[src/rtl/offside.sv]
// rtl/offside.sv - registered offside decision with rise pulse and saturating event counter
module offside #(
  parameter int CNT_W = 8
) (
  input  logic             clk,
  input  logic             rst,
  input  logic             A,
  input  logic             B,
  input  logic             C,
  input  logic             D,
  output logic             P,
  output logic             P_RISE,
  output logic [CNT_W-1:0] COUNT
);

  localparam logic [CNT_W-1:0] CNT_MAX = {CNT_W{1'b1}};

  logic p_next;
  logic rise_next;
  logic p_prev;

  // Offside only when ahead of ball and defender, in the opponents' half, not from a restart.
  always_comb begin
    p_next    = A & B & ~C & ~D;
    rise_next = p_next & ~P;
  end

  always_ff @(posedge clk) begin
    if (rst) begin
      P      <= 1'b0;
      P_RISE <= 1'b0;
      p_prev <= 1'b0;
      COUNT  <= '0;
    end else begin
      P      <= p_next;
      P_RISE <= rise_next;
      p_prev <= P;
      if (rise_next && (COUNT != CNT_MAX))
        COUNT <= COUNT + CNT_W'(1);
    end
  end

  // The registered pulse must always agree with the P history it was derived from.
  always_ff @(posedge clk) begin
    if (!rst)
      assert (P_RISE == (P & ~p_prev));
  end

endmodule

[config.mk]
export PLATFORM = sky130hd
export DESIGN_NAME = offside
export DESIGN_NICKNAME = d
export VERILOG_FILES = /design/src/rtl/offside.sv
export SDC_FILE = /design/constraint.sdc
export NUM_CORES = 1
export LEC_CHECK = 0
export ABC_AREA = 0
export BUFFER_PORTS_ARGS = -buffer_cell sky130_fd_sc_hd__buf_2
export CAP_MARGIN = 0
export CORE_AREA = 4 4 41 43
export CTS_CLUSTER_SIZE = 28
export DETAILED_ROUTE_END_ITERATION = 10
export DIE_AREA = 0 0 45 47
export GPL_TIMING_DRIVEN = 0
export PLACE_DENSITY = 0.66
export SYNTH_ARGS = -nofsm -noshare
export SYNTH_HDL_FRONTEND = slang
export SYNTH_SLANG_ARGS = --single-unit
[constraint.sdc]
create_clock -name clk -period 1.5 [get_ports clk]
set_input_delay 0 -clock clk [delete_from_list [all_inputs] [get_ports clk]]
set_output_delay 0 -clock clk [all_outputs]
set_load 0.05 [all_outputs]
==> flow_summary.html, run 1 <==
<table>
<tr><th>Metric</th><th>Value</th></tr>
<tr><th colspan="2">Global route</th></tr>
<tr><td>Number of antenna violations at the first check in global routing</td><td>0</td></tr>
<tr><td>Fraction of met1 tracks used by global routing</td><td>12.9%</td></tr>
<tr><td>Busiest grt layer</td><td>met2</td></tr>
<tr><td>Fraction of met2 tracks used by global routing</td><td>21.8%</td></tr>
<tr><td>Maximum number of pins on one net before global-route repair</td><td>11</td></tr>
<tr><td>GR Util met3</td><td>3.83%</td></tr>
<tr><td>First-pass GRT wire length</td><td>1820 um</td></tr>
<tr><td>Overflow after GRT</td><td>0</td></tr>
<tr><td>Global Route Usage Sum</td><td>12.1%</td></tr>
<tr><td>Number of global-route vias before repair</td><td>435</td></tr>
<tr><th colspan="2">Job</th></tr>
<tr><td>Max-cap violations</td><td>0</td></tr>
<tr><th colspan="2">Finish</th></tr>
<tr><td>Filler Cell Count</td><td>140</td></tr>
<tr><td>Share of cells above drive strength 1</td><td>51.5%</td></tr>
<tr><td>Area growth from synthesis to layout</td><td>33.2%</td></tr>
<tr><td>Antenna fix cells</td><td>0</td></tr>
<tr><td>Nets@finish</td><td>76</td></tr>
<tr><th colspan="2">Routing</th></tr>
<tr><td>First-pass DRT Iterations</td><td>2</td></tr>
<tr><td>Antenna-violating nets left</td><td>0</td></tr>
<tr><td>Number of DRC violations after detailed routing</td><td>0</td></tr>
<tr><td>Drt first-iter violations</td><td>6</td></tr>
<tr><td>Avg WL per Cell</td><td>14.1 um</td></tr>
<tr><td>WL final</td><td>1170 um</td></tr>
<tr><td>Vias per Instance</td><td>5.41</td></tr>
<tr><td>Detailed-route via count</td><td>449</td></tr>
<tr><th colspan="2">Place</th></tr>
<tr><td>Half-perimeter wire length after placement</td><td>847 um</td></tr>
<tr><td>Setup slack at placement</td><td>-0.0174 ns</td></tr>
<tr><td>Weighted congestion reported at the end of routability-driven placement</td><td>0.714</td></tr>
<tr><td>IO buf count</td><td>14</td></tr>
<tr><th colspan="2">Die</th></tr>
<tr><td>Area of the core region</td><td>1300 um^2</td></tr>
<tr><td>Initial core utilization</td><td>39.7%</td></tr>
<tr><td>IO Count</td><td>16</td></tr>
<tr><td>Std cell rows</td><td>13</td></tr>
<tr><td>DIE WIDTH</td><td>45 um</td></tr>
<tr><td>Die area</td><td>2120 um^2</td></tr>
<tr><td>Die height</td><td>47 um</td></tr>
<tr><th colspan="2">Status</th></tr>
<tr><td>Status</td><td>complete, no violations</td></tr>
<tr><th colspan="2">Pwr</th></tr>
<tr><td>Power density of the placed cells</td><td>792 nW/um^2</td></tr>
<tr><td>Relative contribution of sequential cells to total power</td><td>49.2%</td></tr>
<tr><td>Switching power total</td><td>121 uW</td></tr>
<tr><td>Clock share of power</td><td>44.7%</td></tr>
<tr><td>Switch share</td><td>22.2%</td></tr>
<tr><td>Internal Dissipation</td><td>424 uW</td></tr>
<tr><td>Leak pwr</td><td>0.000252 uW</td></tr>
<tr><td>Comb power frac</td><td>6.1%</td></tr>
<tr><td>Highest ir drop seen on vdd</td><td>0.542 mV</td></tr>
<tr><th colspan="2">Worst setup path</th></tr>
<tr><td>Endpoint type of the worst setup path</td><td>flip-flop</td></tr>
<tr><td>Slack of the worst reg-to-reg path</td><td>0.04 ns</td></tr>
<tr><td>FF-to-FF End</td><td>COUNT[5]$_SDFFE_PP0P_</td></tr>
<tr><td>Critical register-to-register path startpoint</td><td>COUNT[0]$_SDFFE_PP0P_</td></tr>
<tr><td>Crit path DAT</td><td>1.59 ns</td></tr>
<tr><td>Critical path peak fanout</td><td>4</td></tr>
<tr><td>Startpoint type of the worst setup path</td><td>flip-flop</td></tr>
<tr><td>Endpoint required time on the critical path</td><td>1.63 ns</td></tr>
<tr><td>Path depth of the worst reg2reg path</td><td>5</td></tr>
<tr><td>Crit Path Category</td><td>reg -&gt; reg</td></tr>
<tr><th colspan="2">Timing</th></tr>
<tr><td>Final Hold Vio Count</td><td>0</td></tr>
<tr><td>Post-layout worst setup margin</td><td>0.0419 ns</td></tr>
<tr><td>Unrepaired setup endpoints after global routing</td><td>true</td></tr>
<tr><td>Actual transition at the worst max-transition pin</td><td>0.460 ns</td></tr>
<tr><td>Tcrit/Tclk final</td><td>97.2%</td></tr>
<tr><td>Count of endpoints failing setup in the final report</td><td>0</td></tr>
<tr><td>Worst-case clock skew</td><td>0.00544 ns</td></tr>
<tr><td>Post-route setup TNS</td><td>0 ns</td></tr>
<tr><td>Maximum frequency from static timing analysis</td><td>686 MHz</td></tr>
<tr><td>Tightest slew margin relative to the limit</td><td>69.3%</td></tr>
<tr><td>Tmin final</td><td>1.46 ns</td></tr>
<tr><td>Slew Limit Fails</td><td>0</td></tr>
<tr><th colspan="2">Min path</th></tr>
<tr><td>Hold Crit Class</td><td>in -&gt; reg</td></tr>
<tr><td>Start point of the worst min-delay path</td><td>rst</td></tr>
<tr><td>Destination of the worst hold path</td><td>COUNT[0]$_SDFFE_PP0P_</td></tr>
<tr><td>Worst hold path cell count</td><td>2</td></tr>
<tr><th colspan="2">Synthesis</th></tr>
<tr><td>Cell type contributing the most total cell area after synthesis</td><td>sky130_fd_sc_hd__dfxtp_1</td></tr>
<tr><td>Synthesized netlist net count</td><td>56</td></tr>
<tr><td>Most common cell in the synthesized netlist</td><td>sky130_fd_sc_hd__dfxtp_1</td></tr>
<tr><td>FF+latch count, synth</td><td>10</td></tr>
<tr><td>Count of synthesis-stage warnings from yosys</td><td>0</td></tr>
<tr><td>Share of synthesized area occupied by flip-flops and latches</td><td>38.7%</td></tr>
<tr><td>Post-synthesis instance area</td><td>517 um^2</td></tr>
<tr><td>Number of enable-type register cells in the synthesized netlist</td><td>0</td></tr>
<tr><td>FFs w/ async S/R, synth</td><td>0%</td></tr>
<tr><td>Top post-synthesis cells by area</td><td>sky130_fd_sc_hd__dfxtp_1 (39%), sky130_fd_sc_hd__a2111oi_4 (5.3%), sky130_fd_sc_hd__nand4bb_4 (5.3%)</td></tr>
<tr><td>Synthesized instance count</td><td>49</td></tr>
<tr><td>Top cell types by occurrence after synthesis</td><td>sky130_fd_sc_hd__dfxtp_1 (10), sky130_fd_sc_hd__nor2_1 (6), sky130_fd_sc_hd__nand3_1 (3), sky130_fd_sc_hd__xnor2_1 (3)</td></tr>
<tr><td>Distinct cell type count of the synthesized netlist</td><td>26</td></tr>
<tr><td>Share of the synthesized area in the top cell type</td><td>38.7%</td></tr>
<tr><td>Primary FF master, synth</td><td>sky130_fd_sc_hd__dfxtp_1</td></tr>
<tr><td>Synthesized area per cell</td><td>10.5 um^2</td></tr>
<tr><th colspan="2">CTS</th></tr>
<tr><td>TritonCTS clock tree</td><td>built</td></tr>
<tr><td>Clock insertion delay at the later pin of the skew report</td><td>0.26 ns</td></tr>
<tr><td>Clock transition time at the flip-flop clock pins of the worst setup and hold paths</td><td>0.07 ns</td></tr>
<tr><td>Max clock buf depth</td><td>2</td></tr>
<tr><td>Number of levels in the clock H-tree</td><td>1</td></tr>
<tr><td>Clock sinks</td><td>10</td></tr>
<tr><td>TritonCTS buffer count</td><td>3</td></tr>
<tr><td>Library cell used as clock root buffer</td><td>sky130_fd_sc_hd__clkbuf_4</td></tr>
</table>
==> placed cells by master (no fill, tap or decap), types with 3 or more instances in the layout <==
cell	count
sky130_fd_sc_hd__buf_2	14
sky130_fd_sc_hd__clkbuf_4	3
sky130_fd_sc_hd__dfxtp_1	3
sky130_fd_sc_hd__dfxtp_2	5
sky130_fd_sc_hd__nand3_1	3
sky130_fd_sc_hd__nor2_1	6
sky130_fd_sc_hd__xnor2_1	3
==> state kept, by name, summed over array words and instances, names as in the netlist <==
| name | count |
|---|---|
| P | 1 |
| COUNT | 8 |
| P_RISE | 1 |
==> logic make-up (layout without fill, tap and decap cells) <==
logic type / after synthesis / in the layout / share of synthesized area (%)
AND/OR/NAND/NOR: 21 / 21 / 27.1
flip-flops: 10 / 10 / 38.7
AO/OA/AOI/OAI: 9 / 9 / 20.3
buffers and inverters: 4 / 23 / 4.36
XOR/XNOR: 3 / 3 / 5.09
adder cells (fa/ha/maj): 1 / 1 / 2.42
multiplexers: 1 / 1 / 1.94
==> area by class of cell <==
class | instances | area, um^2 | share of cell area (%)
buffer | 2 | 15.0 | 2.18
clock buffer | 4 | 36.3 | 5.27
inverter | 2 | 7.51 | 1.09
multi-input combinational | 35 | 319 | 46.4
sequential | 10 | 214 | 31.1
tap | 15 | 18.8 | 2.73
timing repair buffer | 15 | 77.6 | 11.3
==> metrics by stage <==
stage               cell area [um^2]  std cells  util [%]  hold slack (ns)  total power [uW]
finish                           688         83      52.9            0.121               545
global route                     688         83      52.9            0.143               569
CTS                              676         83      51.9            0.133               545
detailed placement               622         78      47.8            0.401               307
global placement                 622         78      47.8            0.378               305
floorplan                        533         49         -            0.232               294
==> power by group through the flow <==
stage / Sequential (uW) / Combinational (uW) / Clock [uW]
final: 268 / 33.3 / 244
after global routing: 268 / 35.7 / 265
after CTS: 268 / 33.7 / 243
after detailed placement: 274 / 33.2 / 0
after global placement: 273 / 31.9 / 0
after floorplan: 280 / 13.9 / 0
==> routing by layer <==
layer	routed length, um	up-vias
met5	0	-
met1	500	211
met3	54	2
li1	-	225
met2	600	11
met4	11	0
==> worst max path at each step <==
stage                               start                    end  slack [ns]
finish              COUNT[0]$_SDFFE_PP0P_  COUNT[5]$_SDFFE_PP0P_        0.04
global route        COUNT[0]$_SDFFE_PP0P_  COUNT[1]$_SDFFE_PP0P_       -0.02
CTS                 COUNT[0]$_SDFFE_PP0P_  COUNT[5]$_SDFFE_PP0P_      -0.002
detailed placement  COUNT[0]$_SDFFE_PP0P_  COUNT[5]$_SDFFE_PP0P_       -0.02
global placement    COUNT[0]$_SDFFE_PP0P_  COUNT[5]$_SDFFE_PP0P_      -0.003
floorplan           COUNT[0]$_SDFFE_PP0P_  COUNT[4]$_SDFFE_PP0P_       -0.02
==> repair_timing <==
| item | in CTS | in global routing |
|---|---|---|
| cloned | 0 | 0 |
| setup buffers | 1 | 0 |
| setup endpoints to repair | 3 | 4 |
| hold buffers | 0 | 0 |
| endpoints found under the hold margin | 0 | 0 |
| resized for setup | 1 | 1 |
| pin swaps | 3 | 2 |
==> worst max-delay path, cell delays in order (launching register included) <==
cell                        delay, ns
sky130_fd_sc_hd__dfxtp_4         0.37
sky130_fd_sc_hd__ha_4            0.16
sky130_fd_sc_hd__and3_4          0.21
sky130_fd_sc_hd__a2111oi_4       0.35
sky130_fd_sc_hd__a31o_1          0.19
sky130_fd_sc_hd__a21oi_1         0.05
Power figures use the tool's default switching activity.
==> run 2, diff against run 1 <==
==> config.mk (replaced) <==
export PLATFORM = sky130hd
export DESIGN_NAME = offside
export DESIGN_NICKNAME = d
export VERILOG_FILES = /design/src/rtl/offside.sv
export SDC_FILE = /design/constraint.sdc
export NUM_CORES = 1
export LEC_CHECK = 0
export ABC_AREA = 1
export BUFFER_PORTS_ARGS = -buffer_cell sky130_fd_sc_hd__buf_2
export CAP_MARGIN = 0
export CORE_MARGIN = 4
export CORE_UTILIZATION = 40
export CTS_CLUSTER_SIZE = 28
export DETAILED_ROUTE_END_ITERATION = 10
export GPL_TIMING_DRIVEN = 0
export PLACE_DENSITY = 0.67
export SYNTH_ARGS = -nofsm -noshare
export SYNTH_HDL_FRONTEND = slang
export SYNTH_SLANG_ARGS = --single-unit
export TNS_END_PERCENT = 50
==> flow_summary.html, run 2 <==
<table>
<tr><th>Metric</th><th>Value</th></tr>
<tr><th colspan="2">Die</th></tr>
<tr><td>IO Count</td><td>16 (unchanged)</td></tr>
<tr><td>Initial core utilization</td><td>45.3% (was 39.7%)</td></tr>
<tr><td>Area of the core region</td><td>1170 um^2 (was 1300 um^2)</td></tr>
<tr><td>Std cell rows</td><td>12 (was 13)</td></tr>
<tr><td>Die area</td><td>1970 um^2 (was 2120 um^2)</td></tr>
<tr><td>Die height</td><td>44.4 um (was 47 um)</td></tr>
<tr><td>DIE WIDTH</td><td>44.4 um (was 45 um)</td></tr>
<tr><th colspan="2">Finish</th></tr>
<tr><td>Nets@finish</td><td>105 (was 76)</td></tr>
<tr><td>Area of combinational cells with multiple inputs</td><td>297 um^2 (was 319 um^2)</td></tr>
<tr><td>Largest Register</td><td>COUNT (unchanged)</td></tr>
<tr><td>Share of cells above drive strength 1</td><td>28.9% (was 51.5%)</td></tr>
<tr><td>Most common cell after layout, fill and taps aside</td><td>sky130_fd_sc_hd__nand2_1 (was sky130_fd_sc_hd__buf_2)</td></tr>
<tr><td>Filler Cell Count</td><td>117 (was 140)</td></tr>
<tr><td>Most frequent cells in the layout</td><td>sky130_fd_sc_hd__nand2_1 (20), sky130_fd_sc_hd__buf_2 (15), sky130_fd_sc_hd__nor2_1 (12), sky130_fd_sc_hd__inv_1 (9) (was sky130_fd_sc_hd__buf_2 (14), sky130_fd_sc_hd__nor2_1 (6), sky130_fd_sc_hd__dfxtp_2 (5))</td></tr>
<tr><td>Post-route design area</td><td>672 um^2 (was 688 um^2)</td></tr>
<tr><td>Sequential cell area</td><td>203 um^2 (was 214 um^2)</td></tr>
<tr><td>Antenna fix cells</td><td>0 (unchanged)</td></tr>
<tr><td>Regs by FF count</td><td>COUNT x8, P x1, P_RISE x1 (unchanged)</td></tr>
<tr><td>Flip-flop count of the largest register after layout</td><td>8 (unchanged)</td></tr>
<tr><td>Area growth from synthesis to layout</td><td>26.7% (was 33.2%)</td></tr>
<tr><th colspan="2">CTS</th></tr>
<tr><td>Clock insertion delay at the later pin of the skew report</td><td>0.27 ns (was 0.26 ns)</td></tr>
<tr><td>Clock sinks</td><td>10 (unchanged)</td></tr>
<tr><td>TritonCTS buffer count</td><td>3 (unchanged)</td></tr>
<tr><td>TritonCTS clock tree</td><td>built (unchanged)</td></tr>
<tr><td>Number of levels in the clock H-tree</td><td>1 (unchanged)</td></tr>
<tr><td>Gates resized, CTS repair</td><td>0 (was 1)</td></tr>
<tr><td>Library cell used as clock root buffer</td><td>sky130_fd_sc_hd__clkbuf_4 (unchanged)</td></tr>
<tr><td>Clock transition time at the flip-flop clock pins of the worst setup and hold paths</td><td>0.07 ns (about the same)</td></tr>
<tr><td>Max clock buf depth</td><td>2 (unchanged)</td></tr>
<tr><th colspan="2">Synthesis</th></tr>
<tr><td>Distinct cell type count of the synthesized netlist</td><td>18 (was 26)</td></tr>
<tr><td>Share of synthesized area occupied by flip-flops and latches</td><td>37.7% (was 38.7%)</td></tr>
<tr><td>Top post-synthesis cells by area</td><td>sky130_fd_sc_hd__dfxtp_1 (38%), sky130_fd_sc_hd__nand2_1 (14%), sky130_fd_sc_hd__nor2_1 (8.5%) (was sky130_fd_sc_hd__dfxtp_1 (39%), sky130_fd_sc_hd__a2111oi_4 (5.3%), sky130_fd_sc_hd__nand4bb_4 (5.3%))</td></tr>
<tr><td>Most common cell in the synthesized netlist</td><td>sky130_fd_sc_hd__nand2_1 (was sky130_fd_sc_hd__dfxtp_1)</td></tr>
<tr><td>Top cell types by occurrence after synthesis</td><td>sky130_fd_sc_hd__nand2_1 (20), sky130_fd_sc_hd__nor2_1 (12), sky130_fd_sc_hd__dfxtp_1 (10) (was sky130_fd_sc_hd__dfxtp_1 (10), sky130_fd_sc_hd__nor2_1 (6), sky130_fd_sc_hd__nand3_1 (3), sky130_fd_sc_hd__xnor2_1 (3))</td></tr>
<tr><td>FFs w/ async S/R, synth</td><td>0% (unchanged)</td></tr>
<tr><td>FF+latch count, synth</td><td>10 (unchanged)</td></tr>
<tr><td>Post-synthesis instance area</td><td>531 um^2 (was 517 um^2)</td></tr>
<tr><td>Share of the synthesized area in the top cell type</td><td>37.7% (was 38.7%)</td></tr>
<tr><td>Synthesized instance count</td><td>77 (was 49)</td></tr>
<tr><td>Synthesized netlist net count</td><td>84 (was 56)</td></tr>
<tr><td>Number of enable-type register cells in the synthesized netlist</td><td>0 (unchanged)</td></tr>
<tr><td>Cell type contributing the most total cell area after synthesis</td><td>sky130_fd_sc_hd__dfxtp_1 (unchanged)</td></tr>
<tr><td>Synthesized area per cell</td><td>6.89 um^2 (was 10.5 um^2)</td></tr>
<tr><td>Count of synthesis-stage warnings from yosys</td><td>0 (unchanged)</td></tr>
<tr><td>Primary FF master, synth</td><td>sky130_fd_sc_hd__dfxtp_1 (unchanged)</td></tr>
<tr><th colspan="2">Worst setup path</th></tr>
<tr><td>Slack of the worst reg-to-reg path</td><td>0.23 ns (was 0.04 ns)</td></tr>
<tr><td>Critical register-to-register path startpoint</td><td>COUNT[0]$_SDFFE_PP0P_ (unchanged)</td></tr>
<tr><td>CP endpoint</td><td>COUNT[1]$_SDFFE_PP0P_ (was COUNT[5]$_SDFFE_PP0P_)</td></tr>
<tr><td>Path depth of the worst reg2reg path</td><td>7 (was 5)</td></tr>
<tr><td>Crit path largest cell delay</td><td>0.37 ns (about the same)</td></tr>
<tr><td>Endpoint type of the worst setup path</td><td>flip-flop (unchanged)</td></tr>
<tr><td>Cell breakdown of the critical path</td><td>ha_1, nand2_1, nor2_2, nand2_4, nand2_4, nand2_1, a21oi_1 (was ha_4, and3_4, a2111oi_4, a31o_1, a21oi_1)</td></tr>
<tr><td>Endpoint required time on the critical path</td><td>1.70 ns (was 1.63 ns)</td></tr>
<tr><td>Launch point of the worst path</td><td>COUNT[0]$_SDFFE_PP0P_ (unchanged)</td></tr>
<tr><td>FF-to-FF End</td><td>COUNT[1]$_SDFFE_PP0P_ (was COUNT[5]$_SDFFE_PP0P_)</td></tr>
<tr><td>Crit path DAT</td><td>1.46 ns (was 1.59 ns)</td></tr>
<tr><td>Startpoint type of the worst setup path</td><td>flip-flop (unchanged)</td></tr>
<tr><td>Critical path peak fanout</td><td>9 (was 4)</td></tr>
<tr><td>Cell at the slowest stage of the critical path</td><td>sky130_fd_sc_hd__dfxtp_2 (was sky130_fd_sc_hd__dfxtp_4)</td></tr>
<tr><td>Crit Path Category</td><td>reg -&gt; reg (unchanged)</td></tr>
<tr><th colspan="2">Timing</th></tr>
<tr><td>Slew Limit Fails</td><td>0 (unchanged)</td></tr>
<tr><td>Worst hold margin</td><td>0.0612 ns (was 0.121 ns)</td></tr>
<tr><td>Tmin final</td><td>1.27 ns (was 1.46 ns)</td></tr>
<tr><td>Post-route setup TNS</td><td>0 ns (unchanged)</td></tr>
<tr><td>Maximum frequency from static timing analysis</td><td>790 MHz (was 686 MHz)</td></tr>
<tr><td>Tcrit/Tclk final</td><td>84.4% (was 97.2%)</td></tr>
<tr><td>Tightest slew margin relative to the limit</td><td>83.2% (was 69.3%)</td></tr>
<tr><td>Unrepaired setup endpoints after global routing</td><td>false (was true)</td></tr>
<tr><td>Count of endpoints failing setup in the final report</td><td>0 (unchanged)</td></tr>
<tr><td>Worst-case clock skew</td><td>0.00251 ns (was 0.00544 ns)</td></tr>
<tr><td>Final Hold Vio Count</td><td>0 (unchanged)</td></tr>
<tr><td>Actual transition at the worst max-transition pin</td><td>0.253 ns (was 0.460 ns)</td></tr>
<tr><th colspan="2">Global route</th></tr>
<tr><td>First-pass GRT wire length</td><td>2000 um (was 1820 um)</td></tr>
<tr><td>Overflow after GRT</td><td>0 (unchanged)</td></tr>
<tr><td>Maximum number of pins on one net before global-route repair</td><td>10 (was 11)</td></tr>
<tr><td>Number of antenna violations at the first check in global routing</td><td>0 (unchanged)</td></tr>
<tr><td>Global Route Usage Sum</td><td>13.7% (was 12.1%)</td></tr>
<tr><td>Number of global-route vias before repair</td><td>462 (was 435)</td></tr>
<tr><th colspan="2">Routing</th></tr>
<tr><td>First-pass DRT Iterations</td><td>4 (was 2)</td></tr>
<tr><td>Drt first-iter violations</td><td>9 (was 6)</td></tr>
<tr><td>Vias per Instance</td><td>4.76 (was 5.41)</td></tr>
<tr><td>WL final</td><td>1140 um (was 1170 um)</td></tr>
<tr><td>Avg WL per Cell</td><td>10.3 um (was 14.1 um)</td></tr>
<tr><td>Detailed-route via count</td><td>528 (was 449)</td></tr>
<tr><td>Number of DRC violations after detailed routing</td><td>0 (unchanged)</td></tr>
<tr><td>Antenna-violating nets left</td><td>0 (unchanged)</td></tr>
<tr><th colspan="2">Pwr</th></tr>
<tr><td>Highest ir drop seen on vdd</td><td>0.508 mV (was 0.542 mV)</td></tr>
<tr><td>Leak pwr</td><td>0.000321 uW (was 0.000252 uW)</td></tr>
<tr><td>Total power draw</td><td>554 uW (was 545 uW)</td></tr>
<tr><td>Power density of the placed cells</td><td>825 nW/um^2 (was 792 nW/um^2)</td></tr>
<tr><th colspan="2">Place</th></tr>
<tr><td>Half-perimeter wire length after placement</td><td>848 um (was 847 um)</td></tr>
<tr><td>Placed Instance Area</td><td>626 um^2 (was 622 um^2)</td></tr>
<tr><td>Weighted congestion reported at the end of routability-driven placement</td><td>0.747 (was 0.714)</td></tr>
<tr><td>IO buf count</td><td>15 (was 14)</td></tr>
<tr><th colspan="2">Min path</th></tr>
<tr><td>Hold Crit Class</td><td>in -&gt; reg (unchanged)</td></tr>
<tr><th colspan="2">Job</th></tr>
<tr><td>Max-cap violations</td><td>0 (unchanged)</td></tr>
<tr><th colspan="2">Status</th></tr>
<tr><td>Status</td><td>complete, no violations (unchanged)</td></tr>
</table>
==> run 2: repair_timing <==
action,CTS,global route
endpoints found under the hold margin,4,0
setup buffers,0,0
hold buffers,1,0
==> run 2: layout make-up <==
cell class | instances | area share [%]
Inverter | 9 | 5.03
Tap cell | 14 | 2.61
Clock buffer | 4 | 5.40
Sequential cell | 10 | 30.2
Multi-Input combinational cell | 58 | 44.1
Timing Repair Buffer | 16 | 12.7
==> run 2: worst min path at each step <==
stage / from / end / cells past startpoint
after floorplan: rst / COUNT[0]$_SDFFE_PP0P_ / 1
after global placement: rst / COUNT[3]$_SDFFE_PP0P_ / 2
after detailed placement: rst / COUNT[3]$_SDFFE_PP0P_ / 2
after CTS: D / P$_SDFF_PP0_ / 4
after global routing: D / P$_SDFF_PP0_ / 4
final: D / P$_SDFF_PP0_ / 4
==> run 2: routing by layer <==
| metal | global-route usage, % | vias to the layer above | share of wire (%) |
|---|---|---|---|
| li1 | - | 284 | - |
| met1 | 17.8 | 220 | 46 |
| met2 | 20.9 | 19 | 45 |
| met3 | 2.85 | 5 | 6.5 |
| met4 | 7.23 | 0 | 2.5 |
| met5 | 0 | - | 0 |
==> run 2: logic make-up (layout without fill, tap and decap cells) <==
| family | after synthesis | count (layout) | share of synthesized area, % |
|---|---|---|---|
| compound gates | 7 | 7 | 7.31 |
| xor+xnor | 1 | 1 | 1.65 |
| fa+ha+maj | 1 | 1 | 2.36 |
| buf+inv | 9 | 29 | 6.37 |
| flops | 10 | 10 | 37.7 |
| simple gates | 49 | 49 | 44.6 |
==> run 2: worst max-delay path: cells and delay by family (launching register included) <==
kind                       cells  cell delay [ns]
and+or+nand+nor                5             0.52
adders and majority gates      1             0.19
AOI/OAI and AO/OA              1             0.12
DFF                            1             0.37
==> run 2: power breakdown <==
group          switching [uW]  leakage (uW)  internal [uW]
clock network             103     0.0000210            148
logic                    21.9      0.000219           12.4
registers                1.90     0.0000816            267
==> run 2: per-stage QoR <==
stage               setup WS (ns)  util, %  instances
floorplan                  0.0420        -         77
global placement            0.269     53.4        106
detailed placement          0.254     53.4        106
CTS                         0.228     57.4        111
global route                0.103     57.4        111
finish                      0.234     57.4        111
==> run 3, diff against run 2 <==
--- a/config.mk
+++ b/config.mk
@@ -13,7 +13,6 @@
 export CTS_CLUSTER_SIZE = 28
 export DETAILED_ROUTE_END_ITERATION = 10
 export GPL_TIMING_DRIVEN = 0
-export PLACE_DENSITY = 0.67
 export SYNTH_ARGS = -nofsm -noshare
 export SYNTH_HDL_FRONTEND = slang
 export SYNTH_SLANG_ARGS = --single-unit
==> constraint.sdc (replaced) <==
create_clock -name clk -period 1.3 [get_ports clk]
set_input_delay 0 -clock clk [delete_from_list [all_inputs] [get_ports clk]]
set_output_delay 0 -clock clk [all_outputs]
set_load 0.05 [all_outputs]
==> flow_summary.html, run 3 (same netlist as run 2, synthesis figures left out) <==
<table>
<tr><th>Metric</th><th>Value</th></tr>
<tr><th colspan="2">Global route</th></tr>
<tr><td>Global Route Usage Sum</td><td>12.3% (was 13.7%)</td></tr>
<tr><td>Maximum number of pins on one net before global-route repair</td><td>10 (unchanged)</td></tr>
<tr><td>Number of global-route vias before repair</td><td>436 (was 462)</td></tr>
<tr><td>First-pass GRT wire length</td><td>1730 um (was 2000 um)</td></tr>
<tr><td>Number of antenna violations at the first check in global routing</td><td>0 (unchanged)</td></tr>
<tr><td>Overflow after GRT</td><td>0 (unchanged)</td></tr>
<tr><th colspan="2">Routing</th></tr>
<tr><td>Antenna-violating nets left</td><td>0 (unchanged)</td></tr>
<tr><td>Number of DRC violations after detailed routing</td><td>0 (unchanged)</td></tr>
<tr><td>First-pass DRT Iterations</td><td>4 (unchanged)</td></tr>
<tr><td>WL final</td><td>1180 um (was 1140 um)</td></tr>
<tr><td>Avg WL per Cell</td><td>10.6 um (was 10.3 um)</td></tr>
<tr><td>Drt first-iter violations</td><td>16 (was 9)</td></tr>
<tr><td>Detailed-route via count</td><td>545 (was 528)</td></tr>
<tr><td>Vias per Instance</td><td>4.91 (was 4.76)</td></tr>
<tr><th colspan="2">Worst setup path</th></tr>
<tr><td>Critical path peak fanout</td><td>5 (was 9)</td></tr>
<tr><td>Endpoint type of the worst setup path</td><td>flip-flop (unchanged)</td></tr>
<tr><td>Startpoint type of the worst setup path</td><td>flip-flop (unchanged)</td></tr>
<tr><td>Path depth of the worst reg2reg path</td><td>8 (was 7)</td></tr>
<tr><td>Crit Path Category</td><td>reg -&gt; reg (unchanged)</td></tr>
<tr><td>Crit path DAT</td><td>1.35 ns (was 1.46 ns)</td></tr>
<tr><td>Endpoint required time on the critical path</td><td>1.45 ns (was 1.70 ns)</td></tr>
<tr><th colspan="2">Min path</th></tr>
<tr><td>Worst hold path cell count</td><td>4 (unchanged)</td></tr>
<tr><td>Hold Crit Class</td><td>in -&gt; reg (unchanged)</td></tr>
<tr><th colspan="2">Finish</th></tr>
<tr><td>Regs by FF count</td><td>COUNT x8, P x1, P_RISE x1 (unchanged)</td></tr>
<tr><td>Flip-flop count of the largest register after layout</td><td>8 (unchanged)</td></tr>
<tr><td>Share of cells above drive strength 1</td><td>37.1% (was 28.9%)</td></tr>
<tr><td>Most common cell after layout, fill and taps aside</td><td>sky130_fd_sc_hd__nand2_1 (unchanged)</td></tr>
<tr><td>Nets@finish</td><td>105 (unchanged)</td></tr>
<tr><td>Largest Register</td><td>COUNT (unchanged)</td></tr>
<tr><td>Post-route design area</td><td>697 um^2 (was 672 um^2)</td></tr>
<tr><td>Filler Cell Count</td><td>111 (was 117)</td></tr>
<tr><td>Antenna fix cells</td><td>0 (unchanged)</td></tr>
<tr><td>Area growth from synthesis to layout</td><td>31.4% (was 26.7%)</td></tr>
<tr><td>Most frequent cells in the layout</td><td>sky130_fd_sc_hd__nand2_1 (19), sky130_fd_sc_hd__buf_2 (15), sky130_fd_sc_hd__nor2_1 (11), sky130_fd_sc_hd__inv_1 (9), sky130_fd_sc_hd__nand3_1 (8) (was sky130_fd_sc_hd__nand2_1 (20), sky130_fd_sc_hd__buf_2 (15), sky130_fd_sc_hd__nor2_1 (12), sky130_fd_sc_hd__inv_1 (9))</td></tr>
<tr><th colspan="2">Die</th></tr>
<tr><td>DIE WIDTH</td><td>44.4 um (unchanged)</td></tr>
<tr><td>Area of the core region</td><td>1170 um^2 (unchanged)</td></tr>
<tr><td>Std cell rows</td><td>12 (unchanged)</td></tr>
<tr><td>Initial core utilization</td><td>45.3% (unchanged)</td></tr>
<tr><td>Die height</td><td>44.4 um (unchanged)</td></tr>
<tr><td>Die area</td><td>1970 um^2 (unchanged)</td></tr>
<tr><td>IO Count</td><td>16 (unchanged)</td></tr>
<tr><th colspan="2">Place</th></tr>
<tr><td>IO buf count</td><td>15 (unchanged)</td></tr>
<tr><td>Half-perimeter wire length after placement</td><td>863 um (was 848 um)</td></tr>
<tr><td>Weighted congestion reported at the end of routability-driven placement</td><td>0.738 (was 0.747)</td></tr>
<tr><td>Placed Instance Area</td><td>638 um^2 (was 626 um^2)</td></tr>
<tr><th colspan="2">Timing</th></tr>
<tr><td>Count of endpoints failing setup in the final report</td><td>0 (unchanged)</td></tr>
<tr><td>Final Hold Vio Count</td><td>0 (unchanged)</td></tr>
<tr><td>Worst hold margin</td><td>0.0766 ns (was 0.0612 ns)</td></tr>
<tr><td>Slew Limit Fails</td><td>0 (unchanged)</td></tr>
<tr><td>Worst-case clock skew</td><td>0.0136 ns (was 0.00251 ns)</td></tr>
<tr><td>Post-route setup TNS</td><td>0 ns (unchanged)</td></tr>
<tr><td>Tightest slew margin relative to the limit</td><td>83.4% (was 83.2%)</td></tr>
<tr><td>Unrepaired setup endpoints after global routing</td><td>false (unchanged)</td></tr>
<tr><td>Actual transition at the worst max-transition pin</td><td>0.251 ns (was 0.253 ns)</td></tr>
<tr><td>Maximum frequency from static timing analysis</td><td>834 MHz (was 790 MHz)</td></tr>
<tr><td>Tcrit/Tclk final</td><td>92.3% (was 84.4%)</td></tr>
<tr><td>Tmin final</td><td>1.20 ns (was 1.27 ns)</td></tr>
<tr><th colspan="2">CTS</th></tr>
<tr><td>Clock insertion delay at the later pin of the skew report</td><td>0.27 ns (about the same)</td></tr>
<tr><td>Clock sinks</td><td>10 (unchanged)</td></tr>
<tr><td>TritonCTS clock tree</td><td>built (unchanged)</td></tr>
<tr><td>Clock transition time at the flip-flop clock pins of the worst setup and hold paths</td><td>0.07 ns (about the same)</td></tr>
<tr><td>Max clock buf depth</td><td>2 (unchanged)</td></tr>
<tr><td>Number of levels in the clock H-tree</td><td>1 (unchanged)</td></tr>
<tr><td># Post-CTS Setup Buffers</td><td>0 (unchanged)</td></tr>
<tr><td>TritonCTS buffer count</td><td>3 (unchanged)</td></tr>
<tr><td>Library cell used as clock root buffer</td><td>sky130_fd_sc_hd__clkbuf_4 (unchanged)</td></tr>
<tr><th colspan="2">Pwr</th></tr>
<tr><td>Highest ir drop seen on vdd</td><td>0.518 mV (was 0.508 mV)</td></tr>
<tr><td>Power density of the placed cells</td><td>813 nW/um^2 (was 825 nW/um^2)</td></tr>
<tr><td>Leak pwr</td><td>0.000318 uW (was 0.000321 uW)</td></tr>
<tr><td>Total power draw</td><td>566 uW (was 554 uW)</td></tr>
<tr><th colspan="2">Job</th></tr>
<tr><td>Max-cap violations</td><td>0 (unchanged)</td></tr>
<tr><th colspan="2">Status</th></tr>
<tr><td>Status</td><td>complete, no violations (unchanged)</td></tr>
</table>
==> run 3: timing repair <==
| action | 4_1_cts | 5_1_grt |
|---|---|---|
| hold endpoints to repair | 4 | 0 |
| endpoints found under the setup margin | 0 | 6 |
| gates resized for setup | 0 | 5 |
| hold buffers | 1 | 0 |
==> run 3: layout make-up <==
| type | instances | area (um^2) | area share, % |
|---|---|---|---|
| well taps | 14 | 17.5 | 2.51 |
| repair buffers | 16 | 85.1 | 12.2 |
| clock inverters | 1 | 3.75 | 0.539 |
| multi-input cells | 58 | 319 | 45.8 |
| flip-flops and latches | 10 | 215 | 30.9 |
| inverters | 9 | 33.8 | 4.85 |
| clock buffers | 3 | 22.5 | 3.23 |
==> run 3: worst paths after layout <==
kind                         start                     to  slack, ns
max reg2reg  COUNT[0]$_SDFFE_PP0P_  COUNT[4]$_SDFFE_PP0P_       0.10
max          COUNT[0]$_SDFFE_PP0P_  COUNT[4]$_SDFFE_PP0P_       0.10
min reg2reg  COUNT[2]$_SDFFE_PP0P_  COUNT[2]$_SDFFE_PP0P_       0.51
min                              D           P$_SDFF_PP0_       0.08
==> run 3: power breakdown <==
part / internal (uW) / switching (uW)
Combinational: 14.5 / 25.1
Sequential: 305 / 2.54
Clock: 111 / 109
==> run 3: critical path, stage by stage (launching register included) <==
cell and delay, ns:
sky130_fd_sc_hd__dfxtp_4 0.38, sky130_fd_sc_hd__ha_4 0.14, sky130_fd_sc_hd__nand2_2 0.09, sky130_fd_sc_hd__inv_1 0.10, sky130_fd_sc_hd__nand2_1 0.07, sky130_fd_sc_hd__nor2_2 0.12
sky130_fd_sc_hd__nand3_1 0.08, sky130_fd_sc_hd__nand2_1 0.06, sky130_fd_sc_hd__nor2_1 0.04
==> run 3: stage by stage <==
step / instances / utilization [%] / setup WS (ns)
floorplan: 77 / - / 0.00547
global placement: 106 / 54.5 / 0.0534
detailed placement: 106 / 54.5 / 0.0549
CTS: 111 / 57.6 / 0.0396
global route: 111 / 59.5 / 0.0340
finish: 111 / 59.5 / 0.100
==> run 3: per-layer routing <==
| metal | wire, um | global-route usage [%] | share of wire, % |
|---|---|---|---|
| met3 | 89 | 7.32 | 7.6 |
| met5 | 0 | 0 | 0 |
| met1 | 526 | 15.1 | 45 |
| met2 | 545 | 18.0 | 46 |
| met4 | 14 | 3.61 | 1.2 |
